<file path="src/rtl/pace_loader_pkg.sv">
// Shared types and helpers for the PACE scan loader.
package pace_loader_pkg;

    // Host command opcodes. The reserved code is accepted and completes as a no-op.
    typedef enum logic [1:0] {
        OP_LOAD  = 2'd0,
        OP_CHECK = 2'd1,
        OP_EXEC  = 2'd2,
        OP_RSVD  = 2'd3
    } op_e;

    // Sequencer states.
    typedef enum logic [2:0] {
        S_IDLE,
        S_SH_ADDR,
        S_SH_DATA,
        S_STROBE,
        S_CAPTURE,
        S_COMPARE,
        S_EXEC_WAIT,
        S_EXEC_TAIL
    } state_e;

    function automatic int max_int(input int a, input int b);
        return (a > b) ? a : b;
    endfunction

endpackage

</file>
<file path="src/rtl/pace_scan_shifter.sv">
// Combined parallel-in/serial-out and serial-in/parallel-out shift register
// with a shift counter. The MSB is the serial output; serial input enters at the LSB.
module pace_scan_shifter #(
    parameter int W  = 16,
    parameter int CW = $clog2(W + 1)
) (
    input  logic          clk,
    input  logic          rst_n,
    input  logic          load_en,
    input  logic [W-1:0]  load_val,
    input  logic          shift_en,
    input  logic          ser_in,
    output logic          msb,
    output logic [W-1:0]  next_val,
    output logic [CW-1:0] cnt
);

    logic [W-1:0]  sreg_q, sreg_d;
    logic [CW-1:0] cnt_q, cnt_d;

    assign next_val = {sreg_q[W-2:0], ser_in};
    assign msb      = sreg_q[W-1];
    assign cnt      = cnt_q;

    // Next-state: a load restarts the bit counter, a shift advances it.
    always_comb begin
        // NOTE: hold values are assigned first so no path leaves a variable unassigned (no latch).
        sreg_d = sreg_q;
        cnt_d  = cnt_q;
        if (load_en) begin
            sreg_d = load_val;
            cnt_d  = '0;
        end else if (shift_en) begin
            sreg_d = next_val;
            cnt_d  = cnt_q + CW'(1);
        end
    end

    // Shift register and counter flops.
    always_ff @(posedge clk or negedge rst_n) begin
        // NOTE: datapath flops are reset too (no memories here), so an aborted operation leaves nothing stale.
        if (!rst_n) begin
            sreg_q <= '0;
            cnt_q  <= '0;
        end else begin
            // NOTE: non-blocking in clocked blocks, blocking only in always_comb.
            sreg_q <= sreg_d;
            cnt_q  <= cnt_d;
        end
    end

endmodule

</file>
<file path="src/rtl/pace_scan_loader.sv">
// Sequencer that turns parallel LOAD/CHECK/EXEC commands into PACE scan-port
// activity: serial address/data loads, serial read-back compare, and the exec handshake.
module pace_scan_loader
    import pace_loader_pkg::*;
#(
    parameter int ADDR_W       = 16,
    parameter int DATA_W       = 16,
    parameter int EXEC_TAIL    = 24,
    parameter int EXEC_TIMEOUT = 1048576,
    parameter int ERR_W        = 16
) (
    input  logic              clk,
    input  logic              rst_n,
    input  logic              cmd_valid,
    output logic              cmd_ready,
    input  logic [1:0]        cmd_op,
    input  logic [ADDR_W-1:0] cmd_addr,
    input  logic [DATA_W-1:0] cmd_data,
    output logic              scan_data_or_addr,
    output logic              scan_shift_en,
    output logic              read_write,
    output logic              scan_strobe,
    input  logic              scan_out,
    output logic              scan_start_exec,
    input  logic              exec_end,
    input  logic              clr_err,
    output logic              busy,
    output logic              done,
    output logic [ERR_W-1:0]  err_count,
    output logic              mismatch_valid,
    output logic [ADDR_W-1:0] mismatch_addr,
    output logic [DATA_W-1:0] mismatch_data,
    output logic              timeout
);

    localparam int SH_W  = max_int(ADDR_W, DATA_W);
    localparam int SH_CW = $clog2(SH_W + 1);
    localparam int CNT_W = $clog2(max_int(EXEC_TIMEOUT, EXEC_TAIL) + 1);

    localparam logic [SH_CW-1:0] ADDR_LAST = SH_CW'(ADDR_W - 1);
    localparam logic [SH_CW-1:0] DATA_LAST = SH_CW'(DATA_W - 1);
    localparam logic [CNT_W-1:0] WAIT_LAST = CNT_W'(EXEC_TIMEOUT - 1);
    localparam logic [CNT_W-1:0] TAIL_LAST = CNT_W'(EXEC_TAIL - 1);

    state_e              state_q, state_d;
    op_e                 op_q, op_d;
    logic [ADDR_W-1:0]   addr_q, addr_d;
    logic [DATA_W-1:0]   data_q, data_d;
    logic [CNT_W-1:0]    cnt_q, cnt_d;
    logic                exec_end_q, exec_end_d;

    logic                cmd_ready_q, cmd_ready_d;
    logic                shift_en_q, shift_en_d;
    logic                strobe_q, strobe_d;
    logic                rw_q, rw_d;
    logic                start_q, start_d;
    logic                busy_q, busy_d;
    logic                done_q, done_d;
    logic [ERR_W-1:0]    err_q, err_d;
    logic                mm_valid_q, mm_valid_d;
    logic [ADDR_W-1:0]   mm_addr_q, mm_addr_d;
    logic [DATA_W-1:0]   mm_data_q, mm_data_d;
    logic                timeout_q, timeout_d;

    logic                sh_load, sh_shift, sh_in, sh_msb;
    logic [SH_W-1:0]     sh_load_val, sh_next;
    logic [SH_CW-1:0]    sh_cnt;
    logic                exec_rise;

    // One shifter serves address out, data out and read-back capture in turn.
    pace_scan_shifter #(.W(SH_W), .CW(SH_CW)) u_shifter (
        .clk      (clk),
        .rst_n    (rst_n),
        .load_en  (sh_load),
        .load_val (sh_load_val),
        .shift_en (sh_shift),
        .ser_in   (sh_in),
        .msb      (sh_msb),
        .next_val (sh_next),
        .cnt      (sh_cnt)
    );

    assign exec_rise = exec_end & ~exec_end_q;

    // Sequencer next-state and next-output logic; every output is registered.
    always_comb begin
        state_d     = state_q;
        op_d        = op_q;
        addr_d      = addr_q;
        data_d      = data_q;
        cnt_d       = cnt_q;
        exec_end_d  = exec_end;
        shift_en_d  = 1'b0;
        strobe_d    = 1'b0;
        rw_d        = 1'b0;
        start_d     = start_q;
        done_d      = 1'b0;
        mm_valid_d  = 1'b0;
        mm_addr_d   = mm_addr_q;
        mm_data_d   = mm_data_q;
        err_d       = clr_err ? '0 : err_q;
        timeout_d   = clr_err ? 1'b0 : timeout_q;
        sh_load     = 1'b0;
        sh_load_val = '0;
        sh_shift    = 1'b0;
        sh_in       = 1'b0;

        // The mismatch is counted while its pulse is visible, after any clear.
        if (state_q == S_COMPARE && mm_valid_q && err_d != '1) begin
            err_d = err_d + ERR_W'(1);
        end

        case (state_q)
            S_IDLE: begin
                if (cmd_valid && cmd_ready_q) begin
                    op_d   = op_e'(cmd_op);
                    addr_d = cmd_addr;
                    data_d = cmd_data;
                    case (op_e'(cmd_op))
                        OP_LOAD, OP_CHECK: begin
                            state_d     = S_SH_ADDR;
                            shift_en_d  = 1'b1;
                            sh_load     = 1'b1;
                            sh_load_val = SH_W'(cmd_addr) << (SH_W - ADDR_W);
                        end
                        OP_EXEC: begin
                            state_d = S_EXEC_WAIT;
                            start_d = 1'b1;
                            cnt_d   = '0;
                        end
                        default: done_d = 1'b1;
                    endcase
                end
            end
            S_SH_ADDR: begin
                if (sh_cnt == ADDR_LAST) begin
                    if (op_q == OP_LOAD) begin
                        state_d     = S_SH_DATA;
                        shift_en_d  = 1'b1;
                        sh_load     = 1'b1;
                        sh_load_val = SH_W'(data_q) << (SH_W - DATA_W);
                    end else begin
                        state_d  = S_STROBE;
                        strobe_d = 1'b1;
                    end
                end else begin
                    shift_en_d = 1'b1;
                    sh_shift   = 1'b1;
                end
            end
            S_SH_DATA: begin
                if (sh_cnt == DATA_LAST) begin
                    state_d  = S_STROBE;
                    strobe_d = 1'b1;
                    rw_d     = 1'b1;
                    done_d   = 1'b1;
                end else begin
                    shift_en_d = 1'b1;
                    sh_shift   = 1'b1;
                end
            end
            S_STROBE: begin
                if (op_q == OP_LOAD) begin
                    state_d = S_IDLE;
                end else begin
                    state_d = S_CAPTURE;
                    sh_load = 1'b1;
                end
            end
            S_CAPTURE: begin
                sh_shift = 1'b1;
                sh_in    = scan_out;
                if (sh_cnt == DATA_LAST) begin
                    state_d = S_COMPARE;
                    done_d  = 1'b1;
                    if (sh_next[DATA_W-1:0] != data_q) begin
                        mm_valid_d = 1'b1;
                        mm_addr_d  = addr_q;
                        mm_data_d  = sh_next[DATA_W-1:0];
                    end
                end
            end
            S_COMPARE: state_d = S_IDLE;
            S_EXEC_WAIT: begin
                if (exec_rise) begin
                    state_d = S_EXEC_TAIL;
                    cnt_d   = '0;
                end else if (cnt_q == WAIT_LAST) begin
                    state_d   = S_IDLE;
                    start_d   = 1'b0;
                    done_d    = 1'b1;
                    timeout_d = 1'b1;
                end else begin
                    cnt_d = cnt_q + CNT_W'(1);
                end
            end
            S_EXEC_TAIL: begin
                if (cnt_q == TAIL_LAST) begin
                    state_d = S_IDLE;
                    start_d = 1'b0;
                    done_d  = 1'b1;
                end else begin
                    cnt_d = cnt_q + CNT_W'(1);
                end
            end
            default: state_d = S_IDLE;
        endcase

        cmd_ready_d = (state_d == S_IDLE);
        busy_d      = (state_d != S_IDLE);
    end

    // State, command latches and registered outputs.
    always_ff @(posedge clk or negedge rst_n) begin
        if (!rst_n) begin
            state_q     <= S_IDLE;
            op_q        <= OP_LOAD;
            addr_q      <= '0;
            data_q      <= '0;
            cnt_q       <= '0;
            exec_end_q  <= 1'b0;
            cmd_ready_q <= 1'b0;
            shift_en_q  <= 1'b0;
            strobe_q    <= 1'b0;
            rw_q        <= 1'b0;
            start_q     <= 1'b0;
            busy_q      <= 1'b0;
            done_q      <= 1'b0;
            err_q       <= '0;
            mm_valid_q  <= 1'b0;
            mm_addr_q   <= '0;
            mm_data_q   <= '0;
            timeout_q   <= 1'b0;
        end else begin
            state_q     <= state_d;
            op_q        <= op_d;
            addr_q      <= addr_d;
            data_q      <= data_d;
            cnt_q       <= cnt_d;
            exec_end_q  <= exec_end_d;
            cmd_ready_q <= cmd_ready_d;
            shift_en_q  <= shift_en_d;
            strobe_q    <= strobe_d;
            rw_q        <= rw_d;
            start_q     <= start_d;
            busy_q      <= busy_d;
            done_q      <= done_d;
            err_q       <= err_d;
            mm_valid_q  <= mm_valid_d;
            mm_addr_q   <= mm_addr_d;
            mm_data_q   <= mm_data_d;
            timeout_q   <= timeout_d;
        end
    end

    assign cmd_ready         = cmd_ready_q;
    assign scan_shift_en     = shift_en_q;
    assign scan_data_or_addr = shift_en_q & sh_msb;
    assign scan_strobe       = strobe_q;
    assign read_write        = rw_q;
    assign scan_start_exec   = start_q;
    assign busy              = busy_q;
    assign done              = done_q;
    assign err_count         = err_q;
    assign mismatch_valid    = mm_valid_q;
    assign mismatch_addr     = mm_addr_q;
    assign mismatch_data     = mm_data_q;
    assign timeout           = timeout_q;

endmodule

</file>
<file path="config.mk">
export PLATFORM = sky130hd
export DESIGN_NAME = pace_scan_loader
export DESIGN_NICKNAME = d
export VERILOG_FILES = /design/src/rtl/pace_loader_pkg.sv /design/src/rtl/pace_scan_shifter.sv /design/src/rtl/pace_scan_loader.sv
export SDC_FILE = /design/constraint.sdc
export NUM_CORES = 1
export LEC_CHECK = 0
export CORE_ASPECT_RATIO = 0.7
export CORE_MARGIN = 5
export CORE_UTILIZATION = 30
export CTS_BUF_LIST = sky130_fd_sc_hd__clkbuf_16
export CTS_CLUSTER_DIAMETER = 120
export DETAILED_ROUTE_END_ITERATION = 16
export HOLD_SLACK_MARGIN = 0.05
export PLACE_DENSITY_LB_ADDON = 0.3
export SLEW_MARGIN = 20
export SYNTH_ARGS = -nofsm -noshare
export SYNTH_HDL_FRONTEND = slang
export SYNTH_HIERARCHICAL = 1
export SYNTH_SLANG_ARGS = --single-unit
</file>
<file path="constraint.sdc">
create_clock -name clk -period 6.98 [get_ports clk]
set_input_delay 0.698 -clock clk [delete_from_list [all_inputs] [get_ports clk]]
set_output_delay 0.698 -clock clk [all_outputs]
set_load 0.01 [all_outputs]
</file>
==> reports/metrics.cfg <==
[cells_and_area]
num_antenna_cells=0
final_util_pct=38.89
nets=717
syn_to_final_growth_pct=27.82
finish.cell_count_without_fillers=968
drive_gt1_share_pct=17.64
final_cell_area_mm2=0.008409

[clock_tree]
cts_tree=built
postCtsSetupBuffers=0
clock_tree.buffer_depth=2
numCtsBuffers=17
clock-sinks=137
clk_latency_ns=0.41
clkSlewWorstSetupHoldPaths_ns=0.06
cts-root-buf=clkbuf_16
htreeDepth=4
holdBufCountCts=0
cts_resized=0

[yosys]
synth_most_common_cell=dfrtp_1
yosysWarningCount=6
synth_area_per_cell_um2=11.36
yosysTopAreaCell=dfrtp_1
syn_nets=623
synth_edf_count=0
async_flop_share_pct=100.0
yosysSeqAreaShare_pct=52.11
yosysTopAreaCellShare_pct=52.11
ys_top_cells_by_area=dfrtp_1 52%, mux2_2 11%, xnor2_1 2.7%
synth.distinct_cells=62
netlist_area_mm2=0.006579
ys_ff_latch=137
synthCells=579
synth_commonest_cells=137 x dfrtp_1, 67 x mux2_2, 39 x nor2_1
ys_dominant_reg_cell=dfrtp_1

[power_and_ir_drop]
seq_power_share_pct=41.2
peakVddDrop_mv=0.1917
netSwitchingFraction_pct=33.04
p_int_uw=1916
p_sw_uw=945.1
leakage_uw=0.003517
power_frac_comb_pct=27.1
clockPowerShare_pct=31.7
powerDensity_mw_per_mm2=340.2

[worst_setup_path]
cp_num_buf_inv=1
critPathSlowestCell=clkdlybuf4s50_1
crit_type=in -> reg
crit_required_ns=7.25
path_cells=clkdlybuf4s50_1 > nor2b_1 > ha_1 > nand4b_1 > nor4_1 > nand3_1 > xor2_1 > nor2_1
crit_arrival_ns=3.21
start_kind=input pin
max_stage_delay_ns=0.76
cp-end-kind=flop
path_delay_family=simple AND/OR/NAND/NOR gates
r2r_setup_slack_ns=4.26
crit_fanout=21

[sta]
rsz0062_at_grt=no
post-route-min-period_ns=2.949
fmax_mhz=339.1
report.final.slew_viol_count=0
finalSetupTns_ns=0
hold_viol_final=0
worst_pin_slew_ns=0.7684
clock_skew_ns=0.008987
fin_ws_ns=4.031
slew_headroom_pct=48.77
finalCritPeriodShare_pct=42.25
finalSetupViolations=0

[placement]
pre_cts_slack_ns=3.585
io_buffers=97
dpl-instance-area_mm2=0.007816
dp.cells=936
hpwl_mm=11.55
gp_congestion=0.8375

[floorplan]
dieArea_mm2=0.02504
die_y_um=133.9
rows=45
start_util_pct=30.43
io_pins=98
core_area_mm2=0.02162
die_w_um=187.0

[drt]
vias=4799
ant_nets=0
via_per_inst=4.958
wirelength_mm=16.31
drt-pass1-iter-count=4
drc_errors=0
wl_per_cell_um=16.85
drt_iter0_markers=285

[grt]
gr-usage-all-layers_pct=13.22
grt_pass1_wl_mm=26.79
grt_max_degree=79
grt_pass1_vias=4714
grt-ovfl-total=0
antenna_found_initial=0

[flow_run]
maxCapViolCount=0

[outcome]
status=finished, final reports clean

[worst_hold_path]
hp-class=in -> async

[metrics by stage]
step                      hold slack, ns  total power, uW
after floorplan                   0.4024             1749
after global placement            0.4808             1943
after detailed placement          0.4852             1966
after CTS                         0.3461             2888
after global routing              0.3650             3028
final                             0.3221             2861
[logic make-up after synthesis]
logic type | Yosys count | share of synthesized area (%)
AND/OR/NAND/NOR | 181 | 14.99
flip-flops | 137 | 52.11
AO/OA/AOI/OAI | 98 | 9.871
multiplexers | 86 | 14.40
buffers and inverters | 38 | 3.214
XOR/XNOR | 35 | 4.660
adder cells (fa/ha/maj) | 4 | 0.7608
[power by group through the flow]
stage / combinational [uW] / sequential [uW] / clock (uW)
6_report: 776 / 1180 / 907
5_1_grt: 851 / 1210 / 969
4_1_cts: 780 / 1180 / 930
3_5_place_dp: 776 / 1190 / 0
3_3_place_gp: 761 / 1180 / 0
2_1_floorplan: 630 / 1120 / 0
[metal layers]
layer / part of all wire (%) / wire length (um) / GRT usage (%)
met4: 1.5 / 238 / 4.146
met5: 0 / 0 / 0
met2: 43 / 7059 / 18.75
met1: 50 / 8215 / 19.41
met3: 4.9 / 799 / 3.824
[worst register-to-register path, delay by kind of cell, from the launching register on]
| family | cells | cell delay (ns) |
|---|---|---|
| mux | 1 | 0.35 |
| buf+inv | 1 | 0.29 |
| xor+xnor | 1 | 0.16 |
| flops | 1 | 0.72 |
| simple gates | 5 | 1.10 |
[worst paths after layout]
path                             from               end  depth (start not counted)
setup / recovery              clr_err     err_count[10]                          8
hold reg to reg               op_q[0]           op_q[0]                          1
max in group asynchronous       rst_n  mismatch_data[8]                          2
setup reg to reg           state_q[0]  mismatch_addr[1]                          8
hold / removal                  rst_n          cnt_q[1]                          1
min in group clk              op_q[0]           op_q[0]                          1
[area by class of cell]
class | count | area [um2]
Clock inverter | 15 | 167.7
Tap cell | 282 | 352.8
Timing Repair Buffer | 105 | 1032
Multi-Input combinational cell | 404 | 2973
Inverter | 8 | 30.03
Fill cell | 2085 | 13210
Clock buffer | 17 | 425.4
Sequential cell | 137 | 3428
[registers in the layout, summed over array words and instances (netlist names)]
name and cells:
done 1, err_count 16, u_shifter/sreg_q 16, timeout 1, scan_strobe 1, addr_q 16, u_shifter/cnt 5, cnt_q 21
mismatch_addr 16, busy 1, read_write 1, scan_start_exec 1, scan_shift_en 1, exec_end_q 1, state_q 3, data_q 16
mismatch_valid 1, op_q 2, cmd_ready 1, mismatch_data 16
[placed cells by master (no fill, tap or decap), drive strengths merged, types with 15 or more instances in the layout]
cell type        n
xor2            15
clkdlybuf4s50   96
inv             15
nand3           20
xnor2           20
dfrtp          137
mux2            69
o21ai           41
nand4           16
mux2i           17
a22o            16
nor2            40
nor2b           17
nand2           35
clkbuf          17
Power figures use the tool's default switching activity.
